## src/rtl/echo_indication_output.sv

```systemverilog
// Indication-side encoder for the echo portal: buffers heard/heard2 calls in
// one-entry slots and packs them round-robin into tagged 192-bit pipe messages.
module echo_indication_output #(
    parameter logic [31:0] TAG_HEARD  = 32'd1,
    parameter logic [31:0] TAG_HEARD2 = 32'd2
) (
    input  logic         CLK,
    input  logic         RST,
    input  logic         indication_heard__ENA,
    input  logic [31:0]  indication_heard_meth,
    input  logic [31:0]  indication_heard_v,
    output logic         indication_heard__RDY,
    input  logic         indication_heard2__ENA,
    input  logic [31:0]  indication_heard2_meth,
    input  logic [31:0]  indication_heard2_v,
    output logic         indication_heard2__RDY,
    output logic         pipe_enq__ENA,
    output logic [191:0] pipe_enq_v,
    input  logic         pipe_enq__RDY
);
    localparam int N = 2;

    // Index 0 is heard, index 1 is heard2.
    logic        ena [N];
    logic [31:0] meth [N];
    logic [31:0] v [N];
    logic        slot_valid [N];
    logic [63:0] slot_data [N];

    assign ena[0]  = indication_heard__ENA;
    assign meth[0] = indication_heard_meth;
    assign v[0]    = indication_heard_v;
    assign ena[1]  = indication_heard2__ENA;
    assign meth[1] = indication_heard2_meth;
    assign v[1]    = indication_heard2_v;

    logic         out_valid_reg;
    logic [191:0] out_data_reg;
    logic         last_grant_reg;   // slot index of the most recent load
    logic         grant_sel;
    logic         load;
    logic [191:0] packed_msg;

    generate
        for (genvar gi = 0; gi < N; gi++) begin : g_slot
            logic        valid_reg;
            logic [63:0] data_reg;

            // A slot is only ever filled while empty, so fill and drain never collide.
            always_ff @(posedge CLK or posedge RST) begin
                if (RST) begin
                    valid_reg <= 1'b0;
                    data_reg  <= '0;
                end else if (ena[gi] && !valid_reg) begin
                    valid_reg <= 1'b1;
                    data_reg  <= {meth[gi], v[gi]};
                end else if (load && (grant_sel == 1'(gi))) begin
                    valid_reg <= 1'b0;
                end
            end

            assign slot_valid[gi] = valid_reg;
            assign slot_data[gi]  = data_reg;
        end
    endgenerate

    assign indication_heard__RDY  = !slot_valid[0];
    assign indication_heard2__RDY = !slot_valid[1];

    // On a tie the slot that did not win last time is chosen.
    always_comb begin
        grant_sel  = 1'b0;
        packed_msg = '0;
        load       = (!out_valid_reg || pipe_enq__RDY) && (slot_valid[0] || slot_valid[1]);
        if (slot_valid[1] && (!slot_valid[0] || !last_grant_reg)) begin
            grant_sel = 1'b1;
        end
        if (grant_sel) begin
            packed_msg = {32'd0, slot_data[1][31:0], slot_data[1][63:32], 64'd0, TAG_HEARD2};
        end else begin
            packed_msg = {96'd0, slot_data[0][31:0], slot_data[0][63:32], TAG_HEARD};
        end
    end

    always_ff @(posedge CLK or posedge RST) begin
        if (RST) begin
            out_valid_reg  <= 1'b0;
            out_data_reg   <= '0;
            last_grant_reg <= 1'b1;   // heard2 counts as last winner so heard takes the first tie
        end else if (load) begin
            out_valid_reg  <= 1'b1;
            out_data_reg   <= packed_msg;
            last_grant_reg <= grant_sel;
        end else if (out_valid_reg && pipe_enq__RDY) begin
            out_valid_reg  <= 1'b0;
        end
    end

    assign pipe_enq__ENA = out_valid_reg;
    assign pipe_enq_v    = out_data_reg;
endmodule

```

## config.mk

```make
export PLATFORM = sky130hd
export DESIGN_NAME = echo_indication_output
export DESIGN_NICKNAME = d
export VERILOG_FILES = /design/src/rtl/echo_indication_output.sv
export SDC_FILE = /design/constraint.sdc
export NUM_CORES = 1
export LEC_CHECK = 0
export ABC_CLOCK_PERIOD_IN_PS = 11300
export CORE_MARGIN = 4
export CORE_UTILIZATION = 46
export CTS_BUF_LIST = sky130_fd_sc_hd__clkbuf_4 sky130_fd_sc_hd__clkbuf_8 sky130_fd_sc_hd__clkbuf_16
export CTS_CLUSTER_DIAMETER = 60
export DETAILED_ROUTE_END_ITERATION = 10
export PLACE_DENSITY_LB_ADDON = 0.08
export SETUP_SLACK_MARGIN = 0.05
export SYNTH_ARGS = -nofsm -noshare
export SYNTH_HDL_FRONTEND = slang
export SYNTH_SLANG_ARGS = --single-unit
```

## constraint.sdc

```tcl
create_clock -name CLK -period 11.3 [get_ports CLK]
set_clock_uncertainty 0.1 [all_clocks]
set_input_delay 2.26 -clock CLK [delete_from_list [all_inputs] [get_ports CLK]]
set_output_delay 2.26 -clock CLK [all_outputs]
set_load 0.02 [all_outputs]
```

==> impl_metrics.json <==
{
  "path_buf_inv": 2,
  "ys_seq_area_share_pct": 66.12,
  "regToRegSetupSlack_ns": 8.48,
  "first_global_vias": 6553,
  "slowest_stage": "buf_4",
  "hold_depth": 1,
  "p_comb_share_pct": 36.6,
  "path_cells": "clkdlybuf4s50_1 -> nand2b_1 -> o21ai_4 -> buf_4 -> a22o_1",
  "syn-mean-instance-area_um2": 15.45,
  "finalHoldViolCount": 0,
  "routed_wl_mm": 23.27,
  "postRouteAntennaNets": 0,
  "end_kind": "flop",
  "tightestPinTransition_ns": 1.074,
  "timing.fmax_mhz": 236.4,
  "track_usage_pct": 19.22,
  "reg2reg_from": "g_slot[0].valid_reg",
  "cts.clk_slew.worst_paths_ns": 0.06,
  "die_h_um": 154.8,
  "synth_area_um2": 9918,
  "die_w_um": 154.8,
  "numPortBuffers": 265,
  "clock_latency_ns": 0.53,
  "area_growth_pct": 36.21,
  "pwr_density_cell_nw_per_um2": 302.1,
  "leakage_nw": 5.994,
  "diodes": 0,
  "reg2reg_depth": 3,
  "cellInternalPower_mw": 2.755,
  "cts_inserted_buffers": 29,
  "relSlewSlack_pct": 28.43,
  "stdcell_area_um2": 13510,
  "final_util_pct": 64.06,
  "place_area_um2": 12530,
  "critPathTopFamily": "buffers and inverters",
  "regToRegEndpoint": "pipe_enq_v[48]",
  "crit_fanout": 96,
  "gp_congestion": 0.7707,
  "cts-root-buf": "clkbuf_16",
  "pwr-share-clk_pct": 22.9,
  "overflow": 0,
  "post-route-drc-count": 0,
  "period_share_pct": 37.43,
  "place_ws_ns": 6.576,
  "worstPathArrival_ns": 4.58,
  "drive_gt1_share_pct": 20.96,
  "antenna_found_initial": 3,
  "final_net_count": 1034,
  "h-tree-depth": 1,
  "hold_buffers": 0,
  "routedWlPerCell_um": 19.45,
  "drtIter0Drc": 255,
  "coreArea_um2": 21090,
  "ys_types": 19,
  "vias_per_cell": 5.095,
  "cts_tree": "yes",
  "dp_hpwl_mm": 15.36,
  "switching_share_pct": 32.49,
  "clock_sinks": 262,
  "dpl.cell_count": 1145,
  "yosys_register_bits": 262,
  "peakVddDrop_uv": 131.1,
  "cap_viol_max_count": 0,
  "rows": 53,
  "hold_class": "reg2reg",
  "cts_setup_buffers": 0,
  "grt_setup_unrepaired": "false",
  "ctsResizeCount": 0,
  "largest_reg_flops": 130,
  "fin_cells": 1196,
  "pin_count": 328,
  "grt_max_degree": 98,
  "whs_endpoint": "pipe_enq_v[53]",
  "setup_violations": 0,
  "crit_path_start_kind": "input port",
  "finalSetupTns_ns": 0,
  "start_util_pct": 47.03,
  "hold_start": "g_slot[0].data_reg[53]",
  "cp.required_ns": 11.65,
  "ys_warn_count": 0,
  "switchingPower_mw": 1.326,
  "grt_pass1_wl_mm": 37.09,
  "cp_slowest_stage_delay_ns": 0.96,
  "power_frac_seq_pct": 40.5,
  "drt_pass1_iterations": 4,
  "cts_buffer_depth": 3,
  "routed-via-count": 6094,
  "dieArea_um2": 23980,
  "status": "complete, no violations",
  "synth_cells": 642,
  "period_minus_slack_ns": 4.230,
  "slew_violations": 0,
  "worst-setup-path-type": "in2reg",
  "setup_ws_ns": 7.070
}
-- power groups by stage --
stage	clock (mW)	combinational [mW]	sequential, mW
2_1_floorplan	0	0.691	1.84
3_3_place_gp	0	1.47	1.64
3_5_place_dp	0	1.51	1.66
4_1_cts	0.960	1.52	1.66
5_1_grt	1.00	1.60	1.71
6_report	0.935	1.49	1.65
-- how the worst max path moves through the flow --
stage                     slack, ns     startpoint               endpoint  cells after the start
after global routing           6.94  pipe_enq__RDY         pipe_enq_v[48]                      5
final                          7.07  pipe_enq__RDY         pipe_enq_v[48]                      5
after CTS                      7.13  pipe_enq__RDY         pipe_enq_v[48]                      5
after global placement         6.64  pipe_enq__RDY         pipe_enq_v[42]                      5
after detailed placement       6.58  pipe_enq__RDY         pipe_enq_v[61]                      5
after floorplan                1.73            RST  g_slot[0].data_reg[0]                      1
-- cell usage in the layout, fill, tap and decap left out, types with 2 or more instances in the layout --
cell type	n
nor2b_4	2
dfrtp_1	261
clkbuf_16	29
clkinv_2	7
mux2_2	128
nor2_1	4
inv_1	2
buf_4	7
clkbuf_8	9
conb_1	62
a22o_1	128
bufinv_16	2
clkdlybuf4s50_1	265
clkinvlp_4	3
a21o_1	3
-- metal layers --
metal / wire length (µm) / global-route usage, %
met1: 9664 / 26.25
met3: 2115 / 5.932
met4: 547 / 5.425
met2: 10900 / 30.05
met5: 34 / 0
-- final cells by class --
cell class	instances	area, µm²
Clock inverter	12	117.6
Multi-Input combinational cell	333	2909
Timing Repair Buffer	272	2705
Inverter	3	18.77
Fill cell	1599	7579
Tap cell	275	344.1
Sequential cell	262	6558
Clock buffer	39	857.1
-- through the flow --
stage | hold slack, ns | power [mW]
6_report | 0.3828 | 4.081
5_1_grt | 0.3912 | 4.313
4_1_cts | 0.3836 | 4.131
3_5_place_dp | 0.3753 | 3.172
3_3_place_gp | 0.3659 | 3.113
2_1_floorplan | 0.3620 | 2.532
-- worst register-to-register path, delay by kind of cell, from the launching register on --
kind,cells,cell delay [ns]
flip-flops,1,0.48
AO/OA/AOI/OAI,2,1.20
buffers and inverters,1,0.97
-- kinds of logic (layout without fill, tap and decap cells) --
logic type / after synthesis / after routing / synth area share [%]
other cells: 1 / 62 / 0.03781
mux: 128 / 128 / 14.53
buf+inv: 108 / 326 / 7.140
flops: 262 / 262 / 66.12
simple gates: 10 / 10 / 0.4919
compound gates: 133 / 133 / 11.68
-- Yosys cell counts --
cell	count	area, µm²
and3_1	1	6.260
nor2_1	4	15.01
buf_6	4	45.04
a21o_1	3	22.52
mux2_2	128	1441
nand2b_1	1	6.260
o211a_1	1	10.01
o21ai_1	1	5.000
a22o_1	128	1121
conb_1	1	3.750
dfrtp_1	261	6531
buf_2	32	160.2
nor2b_1	2	12.51
buf_4	62	465.5
nand3_1	1	5.000
nand2_1	1	3.750
dfstp_2	1	26.28
inv_1	3	11.26
clkbuf_1	7	26.28
(Power assumes the default switching activity.)
